### src/rtl/rpn_pkg.sv
// Shared definitions for the RPN calculator operand-stack read path.
//   - DEF_DATA_W / DEF_ADDR_W : default stack entry and address widths
//   - state_e                 : pop/peek engine FSM encoding (2-bit)
//   - op_e                    : latched operation type (peek or pop)
package rpn_pkg;

    localparam int DEF_DATA_W = 8;
    localparam int DEF_ADDR_W = 8;

    typedef enum logic [1:0] {
        S_IDLE = 2'd0,
        S_READ = 2'd1,
        S_WAIT = 2'd2,
        S_DONE = 2'd3
    } state_e;

    typedef enum logic {
        OP_PEEK = 1'b0,
        OP_POP  = 1'b1
    } op_e;

endpackage

### src/rtl/rpn_stack_reader_if.sv
// Read port of the synchronous operand-stack RAM.
//   ram_addr : read address            (reader -> RAM)
//   ram_rden : read enable, one cycle   (reader -> RAM)
//   ram_q    : read data, valid RAM_LAT cycles after the ram_rden cycle (RAM -> reader)
// master = stack reader, slave = RAM.
interface rpn_stack_reader_if
    import rpn_pkg::*;
#(
    parameter int DATA_W = DEF_DATA_W,
    parameter int ADDR_W = DEF_ADDR_W
);

    logic [ADDR_W-1:0] ram_addr;
    logic              ram_rden;
    logic [DATA_W-1:0] ram_q;

    modport master (
        output ram_addr,
        output ram_rden,
        input  ram_q
    );

    modport slave (
        input  ram_addr,
        input  ram_rden,
        output ram_q
    );

endinterface

### src/rtl/rise_detect.sv
// Rising-edge detector for a synchronised level request.
//   clk     : clock
//   rst     : asynchronous active-high reset (clears history)
//   level_i : synchronised level input
//   pulse_o : high for the one cycle in which level_i is high and was low
//             on the previous sampled edge
// History resets to 0, so a level held high through reset release is seen
// as a rising edge on the first sampled cycle.
module rise_detect (
    input  logic clk,
    input  logic rst,
    input  logic level_i,
    output logic pulse_o
);

    logic hist_q;

    always_ff @(posedge clk or posedge rst) begin
        if (rst) begin
            hist_q <= 1'b0;
        end else begin
            hist_q <= level_i;
        end
    end

    assign pulse_o = level_i & ~hist_q;

endmodule

### src/rtl/rpn_stack_reader.sv
// Pop/peek engine for the RPN calculator's RAM operand stack.
// A pop or peek request reads the top-of-stack entry (sp-1) from the
// synchronous RAM, presents it on pop_data with a one-cycle pop_valid
// strobe, and for a pop also pulses sp_dec to the stack pointer owner.
// Requests against an empty stack (sp==0) set a sticky underflow flag.
//
// Ports:
//   CLOCK_50    : clock, rising edge
//   reset       : asynchronous active-high reset
//   pop_req     : level request, rising edge starts a pop
//   peek_req    : level request, rising edge starts a peek
//   clr_err     : synchronous clear of underflow
//   sp          : stack pointer (next free slot), sampled at acceptance only
//   ram         : RAM read port (master side)
//   pop_data    : last value read, holds until the next read completes
//   pop_valid   : one-cycle strobe in the completion cycle
//   sp_dec      : one-cycle strobe alongside pop_valid, pops only
//   busy        : operation in progress; new request edges are dropped
//   underflow   : sticky empty-stack request flag
//   dbg_state_o : current FSM state
//
// Handshake: there is no backpressure. A request edge is accepted only in
// S_IDLE; edges seen while busy are consumed and lost. pop_valid/sp_dec are
// single-cycle strobes that the consumer must take in that cycle; pop_data
// is registered at the end of the pop_valid cycle, so consumers sample it
// one cycle after pop_valid.
module rpn_stack_reader
    import rpn_pkg::*;
#(
    parameter int DATA_W  = DEF_DATA_W,
    parameter int ADDR_W  = DEF_ADDR_W,
    parameter int RAM_LAT = 1
) (
    input  logic               CLOCK_50,
    input  logic               reset,
    input  logic               pop_req,
    input  logic               peek_req,
    input  logic               clr_err,
    input  logic [ADDR_W-1:0]  sp,
    rpn_stack_reader_if.master ram,
    output logic [DATA_W-1:0]  pop_data,
    output logic               pop_valid,
    output logic               sp_dec,
    output logic               busy,
    output logic               underflow,
    output state_e             dbg_state_o
);

    // Latency counter only needs to hold RAM_LAT-1.
    localparam int CNT_W = (RAM_LAT > 1) ? $clog2(RAM_LAT) : 1;
    localparam logic [CNT_W-1:0] CNT_LOAD = CNT_W'(RAM_LAT - 1);
    localparam logic [CNT_W-1:0] CNT_ONE  = CNT_W'(1);
    localparam logic [ADDR_W-1:0] ADDR_ONE = ADDR_W'(1);

    state_e            state_q, state_d;
    op_e               op_q, op_d;
    logic [ADDR_W-1:0] addr_q, addr_d;
    logic [CNT_W-1:0]  cnt_q, cnt_d;
    logic [DATA_W-1:0] data_q, data_d;
    logic              uf_q, uf_d;

    logic pop_edge;
    logic peek_edge;

    rise_detect u_pop_edge (
        .clk     (CLOCK_50),
        .rst     (reset),
        .level_i (pop_req),
        .pulse_o (pop_edge)
    );

    rise_detect u_peek_edge (
        .clk     (CLOCK_50),
        .rst     (reset),
        .level_i (peek_req),
        .pulse_o (peek_edge)
    );

    always_ff @(posedge CLOCK_50 or posedge reset) begin
        if (reset) begin
            state_q <= S_IDLE;
            op_q    <= OP_PEEK;
            addr_q  <= '0;
            cnt_q   <= '0;
            data_q  <= '0;
            uf_q    <= 1'b0;
        end else begin
            state_q <= state_d;
            op_q    <= op_d;
            addr_q  <= addr_d;
            cnt_q   <= cnt_d;
            data_q  <= data_d;
            uf_q    <= uf_d;
        end
    end

    always_comb begin
        state_d = state_q;
        op_d    = op_q;
        addr_d  = addr_q;
        cnt_d   = cnt_q;
        data_d  = data_q;
        uf_d    = uf_q;

        // A same-cycle underflow event below overrides this clear.
        if (clr_err) begin
            uf_d = 1'b0;
        end

        case (state_q)
            S_IDLE: begin
                if (pop_edge || peek_edge) begin
                    if (sp == '0) begin
                        uf_d = 1'b1;
                    end else begin
                        addr_d  = sp - ADDR_ONE;
                        // Pop wins when both edges arrive together.
                        op_d    = pop_edge ? OP_POP : OP_PEEK;
                        state_d = S_READ;
                    end
                end
            end
            S_READ: begin
                if (RAM_LAT == 1) begin
                    state_d = S_DONE;
                end else begin
                    cnt_d   = CNT_LOAD;
                    state_d = S_WAIT;
                end
            end
            S_WAIT: begin
                // Leave once the counter would reach zero, giving RAM_LAT-1
                // wait cycles so ram_q is valid in S_DONE.
                cnt_d = cnt_q - CNT_ONE;
                if (cnt_q == CNT_ONE) begin
                    state_d = S_DONE;
                end
            end
            S_DONE: begin
                data_d  = ram.ram_q;
                state_d = S_IDLE;
            end
            default: begin
                state_d = S_IDLE;
            end
        endcase
    end

    assign ram.ram_addr = addr_q;
    assign ram.ram_rden = (state_q == S_READ);
    assign pop_valid    = (state_q == S_DONE);
    assign sp_dec       = (state_q == S_DONE) && (op_q == OP_POP);
    assign busy         = (state_q != S_IDLE);
    assign underflow    = uf_q;
    assign pop_data     = data_q;
    assign dbg_state_o  = state_q;

endmodule

### src/flat_wrapper.sv
// flat-port wrapper written by rule: the top's interface ports become plain ports
module rpn_stack_reader_flat import rpn_pkg::*;
#(
    parameter int DATA_W  = DEF_DATA_W,
    parameter int ADDR_W  = DEF_ADDR_W,
    parameter int RAM_LAT = 1
)
  (CLOCK_50, reset, pop_req, peek_req, clr_err, sp, pop_data, pop_valid, sp_dec, busy, underflow, dbg_state_o, ram_ram_addr, ram_ram_rden, ram_ram_q);
  rpn_stack_reader_if #(.DATA_W(DATA_W), .ADDR_W(ADDR_W)) ram_i ();
  input  logic CLOCK_50;
  input  logic reset;
  input  logic pop_req;
  input  logic peek_req;
  input  logic clr_err;
  input  logic [ADDR_W-1:0] sp;
  output logic [DATA_W-1:0] pop_data;
  output logic pop_valid;
  output logic sp_dec;
  output logic busy;
  output logic underflow;
  output state_e dbg_state_o;
  output wire logic [$bits(ram_i.ram_addr)-1:0] ram_ram_addr;
  output wire logic [$bits(ram_i.ram_rden)-1:0] ram_ram_rden;
  input wire logic [$bits(ram_i.ram_q)-1:0] ram_ram_q;
  assign ram_ram_addr = ram_i.ram_addr;
  assign ram_ram_rden = ram_i.ram_rden;
  assign ram_i.ram_q = ram_ram_q;
  rpn_stack_reader #(.DATA_W(DATA_W), .ADDR_W(ADDR_W), .RAM_LAT(RAM_LAT)) u_core (.CLOCK_50(CLOCK_50), .reset(reset), .pop_req(pop_req), .peek_req(peek_req), .clr_err(clr_err), .sp(sp), .ram(ram_i), .pop_data(pop_data), .pop_valid(pop_valid), .sp_dec(sp_dec), .busy(busy), .underflow(underflow), .dbg_state_o(dbg_state_o));
endmodule
### config.mk
export PLATFORM = sky130hd
export DESIGN_NAME = rpn_stack_reader_flat
export DESIGN_NICKNAME = d
export VERILOG_FILES = /design/src/rtl/rpn_pkg.sv /design/src/rtl/rpn_stack_reader_if.sv /design/src/rtl/rise_detect.sv /design/src/rtl/rpn_stack_reader.sv /design/src/flat_wrapper.sv
export SDC_FILE = /design/constraint.sdc
export NUM_CORES = 1
export LEC_CHECK = 0
export ABC_CLOCK_PERIOD_IN_PS = 4800
export BUFFER_PORTS_ARGS = -buffer_cell sky130_fd_sc_hd__buf_2
export CORE_MARGIN = 8
export CORE_UTILIZATION = 45
export CTS_BUF_LIST = sky130_fd_sc_hd__clkbuf_4
export CTS_CLUSTER_DIAMETER = 150
export CTS_CLUSTER_SIZE = 20
export DETAILED_ROUTE_END_ITERATION = 8
export MAX_ROUTING_LAYER = met4
export PLACE_DENSITY_LB_ADDON = 0.3
export SYNTH_ARGS = -nofsm -noshare
export SYNTH_HDL_FRONTEND = slang
export SYNTH_HIERARCHICAL = 1
export SYNTH_SLANG_ARGS = --single-unit
export TNS_END_PERCENT = 20
### constraint.sdc
create_clock -name CLOCK_50 -period 4.8 [get_ports CLOCK_50]
set_input_delay 0.96 -clock CLOCK_50 [delete_from_list [all_inputs] [get_ports CLOCK_50]]
set_output_delay 0.96 -clock CLOCK_50 [all_outputs]
set_load 0.05 [all_outputs]
=== After elaboration in Yosys (flattened, before gate mapping) ===
Index checks and enable logic that the tools add are counted.

* Register bits after elaboration: 23
* Word-level logic and storage cells: 37

* Add/sub/neg operators: 2
* Equal/unequal tests: 6
* Multiplexer cells: 9
* Bitwise operators: 5
* Reductions and logical operators: 7

{| class="wikitable"
|+ Operators with widths
! cell !! count
|-
| $logic_not 8->1 || 1
|-
| $pmux 2 s4 || 1
|-
| $sub 8x1->8 const B || 1
|-
| $mux 2 || 3
|-
| $reduce_and 3->1 || 2
|-
| $mux 1 || 5
|-
| $eq 2x2->1 const B || 2
|-
| $ne 2x1->1 const B || 2
|-
| $not 1->1 || 3
|-
| $and 1x1->1 || 2
|-
| $eq 2x1->1 const B || 1
|-
| $logic_not 2->1 || 1
|-
| $ne 2x2->1 const B || 1
|-
| $reduce_bool 2->1 || 1
|-
| $logic_and 1x1->1 || 1
|-
| $logic_or 1x1->1 || 1
|-
| $sub 1x1->1 const B || 1
|}

=== Depth between registers and ports, before layout ===
Gate-level depths: netlist of run 1.

* Word-level depth: 5
* Gate-level depth with buffers: 7
* Depth with buffers taken out: 6

=== By module ===
Netlist of run 1, hierarchy kept.

{| class="wikitable"
|+ By module, submodules not included
! module !! instances !! cells an instance !! area an instance (sq um)
|-
| rpn_stack_reader || 1 || 90 || 1037.2
|-
| rise_detect || 2 || 3 || 42.5
|}

=== Worst setup path before layout of run 1 ===
OpenSTA, ideal clock, no wires.

* Path kind: register to output
* Start point: register u_core.state_q[1] (netlist: u_core/dbg_state_o[1])
* End point: output sp_dec
* Arrival time: 2.083 ns
* Required time: 3.840 ns
* Path slack: 1.757 ns
* Cell stages (with the launch flop): 4
* Buffers on the path: 1
* Cell sequence: dfrtp_1 ha_1 clkbuf_1 and2_1

* Word-level cells in the longest chain between the ends: 2

{| class="wikitable"
|+ RTL lines
! what !! line !! text
|-
| start: declaration || rpn_stack_reader.sv:55 || <nowiki>state_e state_q, state_d;</nowiki>
|-
| start signal: assignment || rpn_stack_reader.sv:88 || <nowiki>state_q <= state_d;</nowiki>
|-
| $eq 2x2->1 || -- ||
|-
| named net pop_valid || flat_wrapper.sv:17 || <nowiki>output logic pop_valid;</nowiki>
|-
| $logic_and 1x1->1 || rpn_stack_reader.sv:152 || <nowiki>assign sp_dec = (state_q == S_DONE) && (op_q == OP_POP);</nowiki>
|-
| end: declaration || flat_wrapper.sv:18 || <nowiki>output logic sp_dec;</nowiki>
|}

The timed path passes the listed nets, and every way through them passes these cells.

=== Final worst setup path of run 1 ===
* Start point: register u_core.state_q[1] (netlist: u_core/dbg_state_o[1])
* End point: output sp_dec

* Word-level cells in the longest chain between the ends: 2

{| class="wikitable"
|+ RTL lines
! what !! line
|-
| $eq 2x2->1 || rpn_stack_reader.sv:152
|-
| $logic_and 1x1->1 || rpn_stack_reader.sv:152
|}

No other way between the ends.

==> flow_metrics.py, run 1 <==
metrics = {
    "routing": {
        "first_pass_iters": 4,
        "ant_nets": 0,
        "via_count": 816,
        "avgRoutedWirePerCell_um": 13.7,
        "drc": 0,
        "vias_per_cell": 4.77,
        "dr.first_iter.drc_count": 24,
        "wl_um": 2340,
    },
    "die": {
        "die_height_um": 65.9,
        "fp.dieArea_mm2": 0.00435,
        "fp.dieW_um": 65.9,
        "core-area_mm2": 0.00241,
        "rows": 18,
        "ios": 44,
        "initial_utilization": 0.466,
    },
    "clock_network": {
        "cts.root.buffer_cell": "clkbuf_4",
        "cts_buffers": 3,
        "clk_latency_ns": 0.30,
        "post_cts_buffers": 0,
        "ctsResizeCount": 0,
        "cts_hold_buf": 0,
        "cts_max_path_buffers": 2,
        "tritoncts": "yes",
        "cts.reportedPaths.clkPinSlew_ns": 0.12,
        "clock-sinks": 23,
        "htreeDepth": 1,
    },
    "yosys": {
        "synth_top_area_share": 0.513,
        "avgSynthCellArea_um2": 11.7,
        "netlist_top_cells_area": "dfrtp_1, mux2_2, ha_1",
        "yosysTopAreaCell": "dfrtp_1",
        "ys_warn_count": 6,
        "yosysSeqAreaShare": 0.513,
        "synth_edf_count": 0,
        "ys_async_sr_fraction": 1.00,
        "synthFlopType": "dfrtp_1",
        "syn_area_mm2": 0.00112,
        "ys_ff_latch": 23,
        "syn_nets": 123,
        "yosysUniqueCellTypes": 31,
        "netlist_instances": 96,
    },
    "setup_path": {
        "cp-end-kind": "output pin",
        "cp_num_buf_inv": 1,
        "crit_path_cell_trace": "ha_1 > and2_1 > buf_2",
        "reg2reg_from": "u_core/dbg_state_o[0]",
        "cp_data_arrival_time_ns": 1.60,
        "r2r-end": "u_core/op_q",
        "critical_path_class": "flop to output pin",
        "cp-start-kind": "flop",
        "r2r_cells": 5,
        "cpPeakStageDelay_ns": 0.43,
        "crit_fanout": 11,
        "crit_required_ns": 3.84,
        "reg2reg_slack_ns": 2.92,
        "crit_slowest_cell": "ha_1",
        "path_delay_family": "adder cells",
    },
    "timing": {
        "rsz0062_at_grt": "no",
        "fmax_mhz": 390,
        "hold_viol_final": 0,
        "relSlewSlack": 0.470,
        "fin_crit_sh": 0.534,
        "tns_ns": 0,
        "finalCriticalPeriod_ns": 2.56,
        "worstMarginPinSlew_ns": 0.795,
        "holdWs_ns": 0.480,
        "finClkSkew_ns": 0.00226,
        "setup_viol": 0,
        "maxSlewViolCount": 0,
    },
    "grt": {
        "antenna_found_initial": 0,
        "grt_max_degree": 22,
        "grt_util_all_layers": 0.113,
        "grt_overflow": 0,
        "grt_pass1_wl_um": 3810,
        "grt_pass1_vias": 850,
    },
    "power": {
        "power_density_mw_per_mm2": 754,
        "p_leak_nw": 0.685,
        "peakVddDrop_mv": 0.512,
    },
    "cells_and_area": {
        "area_growth_pct": 23.6,
        "layout_commonest_cell": "buf_2",
        "final_cell_mix": "buf_2, dfrtp_1, inv_1",
        "n_antenna_cell": 0,
        "nets": 169,
        "drive_gt1_frac": 0.447,
        "multiInputGateArea_um2": 490,
        "fill_cells": 228,
        "ff_latch_area_um2": 576,
    },
    "run": {
        "max_cap_violations": 0,
    },
    "place": {
        "portBuffers": 43,
        "post-dp-hpwl_um": 1930,
        "gp_congestion": 0.759,
    },
    "status": {
        "status": "complete, no violations",
    },
    "min_path": {
        "hold_path_class": "primary input to async pin",
    },
}
==> worst max path at each step <==
| stage | start | to | slack, ns | cells after the start |
|---|---|---|---|---|
| 6_report | u_core/dbg_state_o[1] | sp_dec | 2.24 | 3 |
| 5_1_grt | u_core/dbg_state_o[1] | sp_dec | 2.08 | 3 |
| 2_1_floorplan | u_core/dbg_state_o[1] | sp_dec | 1.76 | 3 |
| 3_5_place_dp | sp[0] | u_core/op_q | 2.35 | 6 |
| 3_3_place_gp | sp[0] | u_core/op_q | 2.38 | 6 |
| 4_1_cts | u_core/dbg_state_o[1] | sp_dec | 2.21 | 3 |
==> Yosys cell counts, types with 2 or more instances <==
master,instances
o21ai_0,2
nor2_1,10
nor2b_4,2
xor2_1,2
mux2_2,8
ha_1,6
inv_1,11
dfrtp_1,23
a21oi_1,7
nand2b_1,2
xnor2_1,3
==> report_power, final <==
| group | leakage [nW] | internal (W) | total (W) | switching, W |
|---|---|---|---|---|
| Combinational | 0.400 | 0.000172 | 0.000634 | 0.000462 |
| Clock | 0.0177 | 0.0000311 | 0.0000867 | 0.0000556 |
| Sequential | 0.266 | 0.000280 | 0.000326 | 0.0000463 |
| Total | 0.685 | 0.000483 | 0.00105 | 0.000564 |
==> per-layer routing <==
layer | wire length (µm) | GRT usage | up-vias
met5 | 0 | - | -
met1 | 959 | 0.123 | 388
met3 | 182 | 0.0424 | 0
li1 | - | - | 409
met2 | 1200 | 0.185 | 19
met4 | 0 | 0.0400 | 0
==> logic make-up (layout without fill, tap and decap cells) <==
family,Yosys count,after routing,synth area share
and+or+nand+nor,23,23,0.135
adders and majority gates,6,6,0.0669
AOI/OAI and AO/OA,15,15,0.0836
muxes,11,11,0.113
buffers and inverters,13,58,0.0502
DFF,23,23,0.513
xor gates and xnor gates,5,5,0.0390
==> sequential cells by signal (all words and copies together) (netlist names) <==
name	cells
u_core/cnt_q	1
u_core/op_q	1
u_core/pop_data	8
u_core/underflow	1
u_core/dbg_state_o	2
u_core/ram.ram_addr	8
u_core/u_pop_edge/hist_q	1
u_core/u_peek_edge/hist_q	1
==> through the flow <==
stage,cells,area [µm²],power [W],util,worst slack (ns)
after global placement,167,1360,0.000961,0.564,2.38
after detailed placement,167,1360,0.000974,0.564,2.35
after CTS,171,1390,0.00106,0.576,2.21
after floorplan,96,1120,0.000833,-,1.76
final,171,1390,0.00105,0.576,2.24
after global routing,171,1390,0.00112,0.576,2.08
==> cell type report <==
cell class | instances | share of cell area
Clock buffer | 3 | 0.0162
Clock inverter | 1 | 0.00361
Inverter | 11 | 0.0298
Multi-Input combinational cell | 60 | 0.353
Sequential cell | 23 | 0.415
Tap cell | 30 | 0.0271
Timing Repair Buffer | 43 | 0.155
(Power assumes the default switching activity.)
==> inputs of run 2 (changes only) <==
Settings changed: ABC_CLOCK_PERIOD_IN_PS 4800 to 2400.
Clock period 4.8 ns to 2.4 ns, I/O delays scaled along.
==> flow_metrics.py, run 2 (synthesis gave the netlist of run 1 again) <==
metrics = {
    "power": {
        "power_density_mw_per_mm2": 1490,
        "p_leak_nw": 0.693,
        "peakVddDrop_mv": 0.940,
        "power_w": 0.00210,
    },
    "timing": {
        "tns_ns": 0,
        "relSlewSlack": 0.468,
        "rsz0062_at_grt": "no",
        "maxSlewViolCount": 0,
        "finalCriticalPeriod_ns": 2.01,
        "worstMarginPinSlew_ns": 0.797,
        "fmax_mhz": 498,
        "finClkSkew_ns": 0.00318,
        "setup_viol": 0,
        "hold_viol_final": 0,
        "holdWs_ns": 0.300,
        "fin_crit_sh": 0.837,
    },
    "cells_and_area": {
        "nets": 171,
        "finish.utilization": 0.585,
        "n_antenna_cell": 0,
        "drive_gt1_frac": 0.462,
        "stdcell_area_mm2": 0.00141,
        "fill_cells": 220,
        "final_cell_mix": "buf_2, dfrtp_1, inv_1",
        "ff_latch_area_um2": 576,
        "area_growth_pct": 25.5,
        "layout_commonest_cell": "buf_2",
        "multiInputGateArea_um2": 494,
    },
    "clock_network": {
        "clock-sinks": 23,
        "cts_buffers": 3,
        "cts.root.buffer_cell": "clkbuf_4",
        "clk_latency_ns": 0.30,
        "ctsResizeCount": 0,
        "htreeDepth": 1,
        "cts_hold_buf": 1,
        "cts.reportedPaths.clkPinSlew_ns": 0.12,
        "post_cts_buffers": 0,
        "cts_max_path_buffers": 2,
        "tritoncts": "yes",
    },
    "routing": {
        "via_count": 815,
        "vias_per_cell": 4.71,
        "ant_nets": 0,
        "wl_um": 2280,
        "first_pass_iters": 3,
        "dr.first_iter.drc_count": 13,
        "drc": 0,
        "avgRoutedWirePerCell_um": 13.2,
    },
    "setup_path": {
        "crit_slowest_cell": "dfrtp_1",
        "crit_fanout": 11,
        "cp_data_arrival_time_ns": 1.53,
        "crit_path_cell_trace": "ha_2 > and2_2 > buf_2",
        "crit_required_ns": 1.92,
        "cp-end-kind": "output pin",
        "path_delay_family": "flip-flops",
        "cpPeakStageDelay_ns": 0.44,
        "cp_num_buf_inv": 1,
        "cp-start-kind": "flop",
        "critical_path_class": "flop to output pin",
    },
    "die": {
        "rows": 18,
        "initial_utilization": 0.466,
        "fp.dieArea_mm2": 0.00435,
        "die_height_um": 65.9,
        "fp.dieW_um": 65.9,
        "ios": 44,
        "core-area_mm2": 0.00241,
    },
    "grt": {
        "grt_max_degree": 22,
        "grt_util_all_layers": 0.113,
        "grt_overflow": 0,
        "antenna_found_initial": 0,
        "grt_pass1_wl_um": 3810,
        "grt_pass1_vias": 880,
    },
    "place": {
        "portBuffers": 43,
        "gp_congestion": 0.794,
        "placed_area_mm2": 0.00137,
        "post-dp-hpwl_um": 1860,
    },
    "min_path": {
        "hold_path_class": "primary input to flop",
    },
    "run": {
        "max_cap_violations": 0,
    },
    "status": {
        "status": "complete, no violations",
    },
}
==> run 2: layout make-up <==
class	instances	share of cell area
clock inverters	1	0.00355
repair buffers	45	0.165
clock buffers	3	0.0160
well taps	30	0.0266
inverters	11	0.0293
flip-flops and latches	23	0.409
multi-input cells	60	0.351
==> run 2: routing by layer <==
layer	GRT usage	wire length, µm	up-vias
met3	0.0254	126	2
met1	0.132	1020	384
met5	-	0	-
met4	0.0400	17	0
met2	0.186	1120	19
li1	-	-	410
==> run 2: stage by stage <==
| stage | setup slack, ns | instances |
|---|---|---|
| global placement | 0.605 | 168 |
| floorplan | 0.0654 | 96 |
| finish | 0.390 | 173 |
| CTS | 0.367 | 173 |
| detailed placement | 0.568 | 168 |
| global route | 0.276 | 173 |
==> run 2: report_power, final <==
part	leakage, nW	internal [W]	switching [W]	total [W]
clock network	0.0177	0.0000620	0.000111	0.000173
logic	0.409	0.000353	0.000922	0.00128
registers	0.266	0.000559	0.0000906	0.000650
total	0.693	0.000974	0.00112	0.00210
==> run 2: worst paths after layout <==
check | start | endpoint | slack [ns] | cells after the start
min | peek_req | u_core/u_peek_edge/hist_q | 0.30 | 1
max in group asynchronous | reset | u_core/op_q | 1.02 | 3
min in group asynchronous | reset | u_core/u_peek_edge/hist_q | 0.57 | 3
max | u_core/dbg_state_o[1] | sp_dec | 0.39 | 3
max reg2reg | u_core/dbg_state_o[1] | u_core/dbg_state_o[1] | 0.72 | 6
min reg2reg | u_core/cnt_q | u_core/cnt_q | 0.49 | 1
==> inputs of run 3 (changes only) <==
Settings changed: ABC_CLOCK_PERIOD_IN_PS 2400 to 2100.
Clock period 2.4 ns to 2.1 ns, I/O delays scaled along.
==> flow_metrics.py, run 3 (synthesis gave the netlist of run 1 again) <==
metrics = {
    "status": {
        "status": "complete, no violations",
    },
    "clock_network": {
        "clk_latency_ns": 0.30,
        "cts_max_path_buffers": 2,
        "cts.root.buffer_cell": "clkbuf_4",
        "post_cts_buffers": 0,
        "ctsResizeCount": 0,
        "cts_buffers": 3,
        "htreeDepth": 1,
        "cts_hold_buf": 1,
        "tritoncts": "yes",
        "cts.reportedPaths.clkPinSlew_ns": 0.12,
        "clock-sinks": 23,
    },
    "setup_path": {
        "cpPeakStageDelay_ns": 0.41,
        "cp_data_arrival_time_ns": 1.46,
        "r2r-end": "u_core/ram.ram_addr[1]",
        "reg2reg_slack_ns": 0.39,
        "cp-start-kind": "flop",
        "cp-end-kind": "output pin",
        "crit_fanout": 11,
        "crit_required_ns": 1.68,
        "crit_path_cell_trace": "ha_2 > and2_2 > buf_2",
        "crit_start": "u_core/dbg_state_o[1]",
        "reg2reg_from": "u_core/dbg_state_o[0]",
        "critical_path_class": "flop to output pin",
        "crit_end": "sp_dec",
        "r2r_cells": 7,
        "crit_slowest_cell": "dfrtp_2",
    },
    "die": {
        "fp.dieArea_mm2": 0.00435,
        "ios": 44,
        "core-area_mm2": 0.00241,
        "fp.dieW_um": 65.9,
        "die_height_um": 65.9,
        "rows": 18,
        "initial_utilization": 0.466,
    },
    "timing": {
        "rsz0062_at_grt": "no",
        "maxSlewViolCount": 0,
        "hold_viol_final": 0,
        "finClkSkew_ns": 0.00216,
        "relSlewSlack": 0.649,
        "fmax_mhz": 531,
        "setup_viol": 0,
        "tns_ns": 0,
        "fin_crit_sh": 0.897,
        "finalCriticalPeriod_ns": 1.88,
        "worstMarginPinSlew_ns": 0.526,
    },
    "grt": {
        "grt_overflow": 0,
        "grt_max_degree": 15,
        "antenna_found_initial": 0,
        "grt_util_all_layers": 0.114,
        "grt_pass1_vias": 883,
        "grt_pass1_wl_um": 3930,
    },
    "min_path": {
        "holdPathStages": 1,
        "hold_path_class": "primary input to flop",
    },
    "cells_and_area": {
        "ff_latch_area_um2": 578,
        "finish.utilization": 0.592,
        "nets": 173,
        "multiInputGateArea_um2": 494,
        "n_antenna_cell": 0,
        "area_growth_pct": 27.1,
        "drive_gt1_frac": 0.483,
        "stdcell_area_mm2": 0.00143,
        "layout_commonest_cell": "buf_2",
        "final_cell_mix": "buf_2, dfrtp_1, inv_1",
        "fill_cells": 207,
    },
    "place": {
        "portBuffers": 43,
        "placed_area_mm2": 0.00139,
        "post-dp-hpwl_um": 1900,
        "gp_congestion": 0.844,
    },
    "routing": {
        "first_pass_iters": 4,
        "drc": 0,
        "wl_um": 2310,
        "vias_per_cell": 4.69,
        "dr.first_iter.drc_count": 12,
        "via_count": 821,
        "ant_nets": 0,
        "avgRoutedWirePerCell_um": 13.2,
    },
    "power": {
        "peakVddDrop_mv": 1.23,
        "p_leak_nw": 0.701,
        "power_density_mw_per_mm2": 1690,
    },
    "run": {
        "max_cap_violations": 0,
    },
}
==> run 3: cell count changes in the layout (fill, tap and decap cells not counted), sizes merged <==
cell and delta:
buf +2
==> run 3: layout make-up <==
cell class / instances / share of cell area
Timing Repair Buffer: 47 / 0.174
Tap cell: 30 / 0.0263
Clock inverter: 1 / 0.00351
Sequential cell: 23 / 0.405
Inverter: 11 / 0.0289
Multi-Input combinational cell: 60 / 0.346
Clock buffer: 3 / 0.0158
==> run 3: worst min-delay path by stage <==
stage,start,endpoint,slack [ns]
detailed placement,reset,u_core/u_peek_edge/hist_q,0.28
global placement,reset,u_core/u_peek_edge/hist_q,0.27
CTS,peek_req,u_core/u_peek_edge/hist_q,0.22
floorplan,reset,u_core/u_peek_edge/hist_q,0.15
finish,peek_req,u_core/u_peek_edge/hist_q,0.24
global route,peek_req,u_core/u_peek_edge/hist_q,0.22
==> run 3: stage by stage <==
step                total power, W  setup WS [ns]  hold slack [ns]  instances
floorplan                  0.00191        0.00781            0.149         96
global placement           0.00222          0.355            0.271        170
detailed placement         0.00224          0.315            0.280        170
CTS                        0.00245          0.177            0.219        175
global route               0.00257          0.114            0.222        175
finish                     0.00241          0.216            0.236        175
==> run 3: metal layers <==
metal | share of wire | wire, µm | track usage
met5 | 0 | 0 | -
met1 | 0.40 | 934 | 0.125
met3 | 0.075 | 172 | 0.0407
met2 | 0.51 | 1190 | 0.192
met4 | 0.0052 | 12 | 0.0320
==> run 3: critical path, delay by kind of cell, from the launching register on <==
| family | cells | cell delay [ns] |
|---|---|---|
| flops | 1 | 0.41 |
| simple gates | 1 | 0.18 |
| fa+ha+maj | 1 | 0.32 |
| buf+inv | 1 | 0.25 |
==> run 3: power by group <==
group / total, W / internal, W / switching [W]
Combinational: 0.00146 / 0.000410 / 0.00105
Clock: 0.000195 / 0.0000709 / 0.000124
Sequential: 0.000750 / 0.000643 / 0.000107
Total: 0.00241 / 0.00112 / 0.00129
